===== config.mk =====
export PLATFORM = sky130hd
export DESIGN_NAME = dest_data_demux
export DESIGN_NICKNAME = d
export VERILOG_FILES = /design/src/rtl/dest_data_demux.sv
export SDC_FILE = /design/constraint.sdc
export NUM_CORES = 1
export LEC_CHECK = 0
export ABC_AREA = 1
export CAP_MARGIN = 20
export CORE_MARGIN = 8
export CORE_UTILIZATION = 29
export DETAILED_ROUTE_END_ITERATION = 8
export PLACE_DENSITY_LB_ADDON = 0.25
export SETUP_SLACK_MARGIN = 0.2
export SLEW_MARGIN = 5
export SYNTH_ARGS = -nofsm -noshare
export SYNTH_HDL_FRONTEND = slang
export SYNTH_SLANG_ARGS = --single-unit

===== constraint.sdc =====
create_clock -name aclk -period 3.3 [get_ports aclk]
set_input_delay 0.66 -clock aclk [delete_from_list [all_inputs] [get_ports aclk]]
set_output_delay 0.66 -clock aclk [all_outputs]
set_load 0.1 [all_outputs]

===== src/rtl/dest_data_demux.sv =====
// dest_data_demux - steers one merged AXI4S stream to per-destination ports in sequence-queue order
module dest_data_demux #(
    parameter int DATA_BITS = 64,
    parameter int N_DESTS   = 1,
    parameter int BLEN_BITS = 8,
    parameter int LEN_BITS  = 8,
    parameter int PID_BITS  = 6,
    localparam int N_DESTS_BITS = (N_DESTS > 1) ? $clog2(N_DESTS) : 1
) (
    input  logic                                aclk,
    input  logic                                aresetn,
    input  logic                                mux_valid,
    output logic                                mux_ready,
    input  logic [N_DESTS_BITS-1:0]             mux_dest,
    input  logic [LEN_BITS-1:0]                 mux_len,
    input  logic [PID_BITS-1:0]                 mux_pid,
    input  logic [DATA_BITS-1:0]                s_axis_tdata,
    input  logic [DATA_BITS/8-1:0]              s_axis_tkeep,
    input  logic                                s_axis_tlast,
    input  logic                                s_axis_tvalid,
    output logic                                s_axis_tready,
    output logic [N_DESTS-1:0][DATA_BITS-1:0]   m_axis_tdata,
    output logic [N_DESTS-1:0][DATA_BITS/8-1:0] m_axis_tkeep,
    output logic [N_DESTS-1:0]                  m_axis_tlast,
    output logic [N_DESTS-1:0]                  m_axis_tvalid,
    input  logic [N_DESTS-1:0]                  m_axis_tready,
    output logic                                seq_err,
    output logic [N_DESTS_BITS-1:0]             active_dest,
    output logic [PID_BITS-1:0]                 active_pid
);

    localparam logic [0:0] IDLE = 1'b0;
    localparam logic [0:0] XFER = 1'b1;

    logic [0:0]              state;
    logic [N_DESTS_BITS-1:0] dest_r;
    logic [BLEN_BITS-1:0]    cnt;
    logic [PID_BITS-1:0]     pid_r;

    logic in_range;
    logic last;
    logic hs;
    logic load;

    assign in_range = (32'(dest_r) < N_DESTS);
    assign last     = (cnt == '0);
    assign hs       = (state == XFER) && s_axis_tvalid && s_axis_tready;
    // A new entry may be popped while idle or in the very cycle the last beat completes.
    assign mux_ready = (state == IDLE) || (hs && last);
    assign load      = mux_valid && mux_ready;

    assign m_axis_tdata = {N_DESTS{s_axis_tdata}};
    assign m_axis_tkeep = {N_DESTS{s_axis_tkeep}};
    assign active_dest  = dest_r;
    assign active_pid   = pid_r;

    always_comb begin
        m_axis_tvalid = '0;
        m_axis_tlast  = '0;
        s_axis_tready = 1'b0;
        if (state == XFER) begin
            // Out-of-range destinations are drained so the stream does not lock up.
            if (!in_range) begin
                s_axis_tready = 1'b1;
            end
            for (int i = 0; i < N_DESTS; i++) begin
                if (in_range && 32'(dest_r) == i) begin
                    m_axis_tvalid[i] = s_axis_tvalid;
                    m_axis_tlast[i]  = last;
                    s_axis_tready    = m_axis_tready[i];
                end
            end
        end
    end

    always_ff @(posedge aclk) begin
        if (!aresetn) begin
            state   <= IDLE;
            dest_r  <= '0;
            cnt     <= '0;
            pid_r   <= '0;
            seq_err <= 1'b0;
        end else begin
            if (load) begin
                dest_r <= mux_dest;
                cnt    <= BLEN_BITS'(mux_len);
                pid_r  <= mux_pid;
                state  <= XFER;
            end else if (hs && last) begin
                state <= IDLE;
            end
            if (hs) begin
                if (!last) begin
                    cnt <= cnt - 1'b1;
                end
                if (!in_range || (s_axis_tlast != last)) begin
                    seq_err <= 1'b1;
                end
            end
        end
    end

endmodule


---- After elaboration in Yosys (flattened, before gate mapping) ----
Cells that the tools add are included.
word-level totals
  register bits after elaboration ......... 17
  output and inout bits ................... 84
  logic and storage cells ................. 33
  bits of input ports ..................... 93
cells by class
  add/sub/neg operators ................... 1
  equal/unequal tests ..................... 1
  reductions and logical operators ........ 11
  mux-type cells .......................... 12
  bitwise operators ....................... 2
  order comparisons ....................... 1
operator list
  operator                                                            number
  8-bit two-way mux                                                   3
  1-bit two-way mux                                                   9
  8-bit logical NOT                                                   1
  8-bit by 1-bit subtractor with 8-bit output, second input constant  1
  1-bit logical AND                                                   5
  1-bit logical OR                                                    2
  1-bit NOT                                                           2
  2-bit AND reduction                                                 1
  2-bit nonzero test                                                  1
  1-bit logical NOT                                                   1
  1-bit less-than comparator, second input constant                   1
  1-bit inequality test                                               1

---- Depth between registers and ports, before layout ----
  depth after elaboration ................. 11
  gate-level depth with buffers ........... 12

---- Least setup slack after synthesis ----
No wires, ideal clock.
  path kind ............................... reg2out
  start ................................... register cnt[0]
  end ..................................... output m_axis_tlast
  stages on the path, launching flop included .. 7
  buffers on the path ..................... 0
  path slack .............................. -0.347 ns
  arrival time ............................ 2.987 ns
  cells stage by stage .................... dfxtp_1 > inv_1 > ha_1 > nand2_1 > nor2_4 > inv_1 > nor3_1
on the way
  longest elaborated chain between the ends .. 3
ends and longest elaborated chain
  element                   line  source
  start: declaration        37    logic [BLEN_BITS-1:0] cnt;
  start signal: assignment  86    cnt <= BLEN_BITS'(mux_len);
  start signal: assignment  94    cnt <= cnt - 1'b1;
  8-bit logical NOT         46    assign last = (cnt == '0);
  1-bit two-way mux         67    if (in_range && 32'(dest_r) == i) begin
  1-bit two-way mux         61    if (state == XFER) begin
  end: declaration          24    output logic [N_DESTS-1:0] m_axis_tlast,
No other way between the ends.

---- Final worst setup path ----
  start ................................... input s_axis_tvalid
  end ..................................... output mux_ready
on the way
  longest elaborated chain between the ends .. 4
ends and longest elaborated chain
  element                          line  source
  start: declaration               20    input logic s_axis_tvalid,
  1-bit logical AND (2 in series)  47    assign hs = (state == XFER) && s_axis_tvalid && s_axis_tready;
  1-bit logical AND                49    assign mux_ready = (state == IDLE) || (hs && last);
  1-bit logical OR                 49
  end: declaration                 13    output logic mux_ready,
No other way between the ends.

==> out/results.txt <==
status -> finished clean
Final min period -> 2510 ps
port buffer count -> 32
YS warnings -> 0
CP startpoint -> s_axis_tvalid
RSZ-0062 raised after global routing -> false
initial antenna violation count -> 0
setup slack, reg-to-reg -> 1500 ps
CP most frequent cell -> nand2_4
Vias -> 998
H-tree levels -> 1
critical path depth -> 6
layout cell share with drive strength beyond 1 -> 17.4%
Clk Latency, worst-skew pair -> 260 ps
maximum vdd drop -> 0.000125 V
Cells after DPL -> 238
ANT nets after route -> 0
Via density -> 4.12
Post-CTS Resized -> 0
CP max stage cell -> clkdlybuf4s50_1
CP startpoint kind -> input port
pre-CTS setup slack -> 796 ps
FF-to-FF End -> cnt[0]
Routed wire per std cell -> 12.4 um
CTS Buffer Depth -> 2
maximum fanout along the worst path -> 7
gpl congestion -> 0.746
TritonCTS buffer count -> 3
Synth area leaders -> buf_4 (36%), dfxtp_1 (23%), nand2_1 (6.8%)
register area share after synthesis -> 23.0%
Cell Rows -> 26
DR pass1 iterations -> 3
Critical Path Sink -> mux_ready
Data required, critical path -> 2640 ps
critical path type -> input port to output pin
Setup Buffers After CTS -> 0
skew final -> 6.83 ps
worst min path class -> register to register
Fin. Hold Viols -> 0
Synth top area share -> 36.5%
CP Buf/Inv Count -> 3
Final WS setup -> 795 ps
Core Util, Final -> 27.5%
R2R depth -> 12
max-cap viol count -> 0
final setup fails -> 0
post-synth design cell area -> 0.00148 mm2
CTS sink cnt -> 17
setup TNS -> 0 ps
Worst-Margin Slew -> 528 ps
Chip Width -> 87.5 um
Leak -> 0.623 nW
largest stage delay on the critical path -> 480 ps
vias in the first global route -> 961
fmax -> 399 MHz
fraction of the cycle the final worst path needs -> 75.9%
syn avg cell area -> 7.05 um2
Syn Inst Count -> 210
initial core utilization -> 29.6%
unique cell type count in the Yosys netlist -> 26
Power per Cell Area -> 478 mW/mm2
Slew headroom -> 64.7%
crit path cell chain -> clkdlybuf4s50_1, inv_1, nor3_2, nand2_4, nand2_4, buf_12
commonest non-fill, non-tap cell in the layout -> nand2_1
total congestion overflow -> 0
Clock Pin Slew Worst Setup and Hold Paths -> 70 ps
delay-heaviest family, CP -> buffers and inverters
largest net degree at the start of global routing -> 19
Root Buffer -> clkbuf_8
Inserted Diodes -> 0
leading area contributor after synthesis -> buf_4
core area -> 0.00501 mm2
first-pass GRT wire length -> 4.72 mm
FF+latch count, synth -> 17
die height -> 87.5 um
Syn Nets -> 304
Area growth, synth to finish -> -7.01%
# IOs -> 177
worst endpoint data arrival time -> 1850 ps
full die area -> 0.00765 mm2
final cell count without fillers -> 242
NumNets Final -> 267
FF-to-FF Start -> cnt[0]
Iteration-0 DRC Markers -> 25
most frequent cells in the layout -> nand2_1 (27), nor2_1 (20), clkdlybuf4s50_1 (20)
CP Capture Type -> output pin
CTS tree -> yes
GRT Total Usage -> 7.90%
Hold-fix buffers, CTS -> 0
DRT Wirelength -> 2.99 mm
DRC violations left -> 0
Max Slew Vio Count -> 0
DP Wirelength -> 2.27 mm
Fillers -> 578
## per-stage QoR
step	hold WS (ps)	cell area (um2)	power, mW
finish	456	1380	0.659
global route	481	1380	0.703
CTS	454	1380	0.670
floorplan	494	1490	0.847
detailed placement	442	1330	0.504
global placement	443	1330	0.503
## where the power goes
part           internal, mW  switching [mW]
Sequential            0.224          0.0164
Combinational        0.0833           0.172
Clock                0.0851          0.0779
Total                 0.392           0.267
## registers in the layout, summed over array words and instances, names as in the netlist
register     cells
seq_err          1
active_dest      1
cnt              8
state            1
active_pid       6
## worst min-delay path: cells and delay by family, from the launching register on
family / cells / cell delay (ps)
compound gates: 1 / 50
buf+inv: 1 / 50
flops: 1 / 320
## synthesized netlist by cell type
master	number
o21ai_0	4
inv_1	19
nand2_2	1
a21oi_1	4
o21ai_1	6
buf_6	1
nand3b_1	1
nor2_4	2
nand4_1	1
xnor2_1	2
nand2_1	27
dfxtp_1	17
nor2_2	1
ha_1	1
o21ai_2	1
nor3_2	1
buf_4	72
inv_2	1
xor2_1	2
nand2_4	3
nand3_1	15
clkinv_4	1
nor2_1	21
nor3_1	3
a31oi_1	2
clkbuf_1	1
## worst min path at each step
stage | slack, ps | cells after the start | from | to
finish | 460 | 2 | seq_err | seq_err
global route | 480 | 2 | seq_err | seq_err
CTS | 450 | 2 | seq_err | seq_err
detailed placement | 440 | 2 | seq_err | seq_err
global placement | 440 | 2 | seq_err | seq_err
floorplan | 490 | 2 | cnt[6] | cnt[6]
## layer usage
metal	vias to the layer above	GRT usage [%]	routed length, um
li1	505	-	-
met1	425	9.57	1370
met2	37	10.8	1180
met3	31	2.45	290
met4	0	7.19	148
met5	-	0	0
## area by class of cell
class,count,area (um2),area share [%]
multi-input cells,98,514,37.3
well taps,70,87.6,6.36
clock inverters,1,7.51,0.545
repair buffers,32,303,22.0
inverters,21,83.8,6.09
flip-flops and latches,17,340,24.7
clock buffers,3,41.3,3.00
## kinds of logic after synthesis
logic type / synth area share [%]
AO/OA/AOI/OAI: 6.17
XOR/XNOR: 2.37
adder cells (fa/ha/maj): 0.844
buffers and inverters: 43.2
flip-flops: 23.0
AND/OR/NAND/NOR: 24.5
Note: power is estimated with default switching activity, not from simulation.
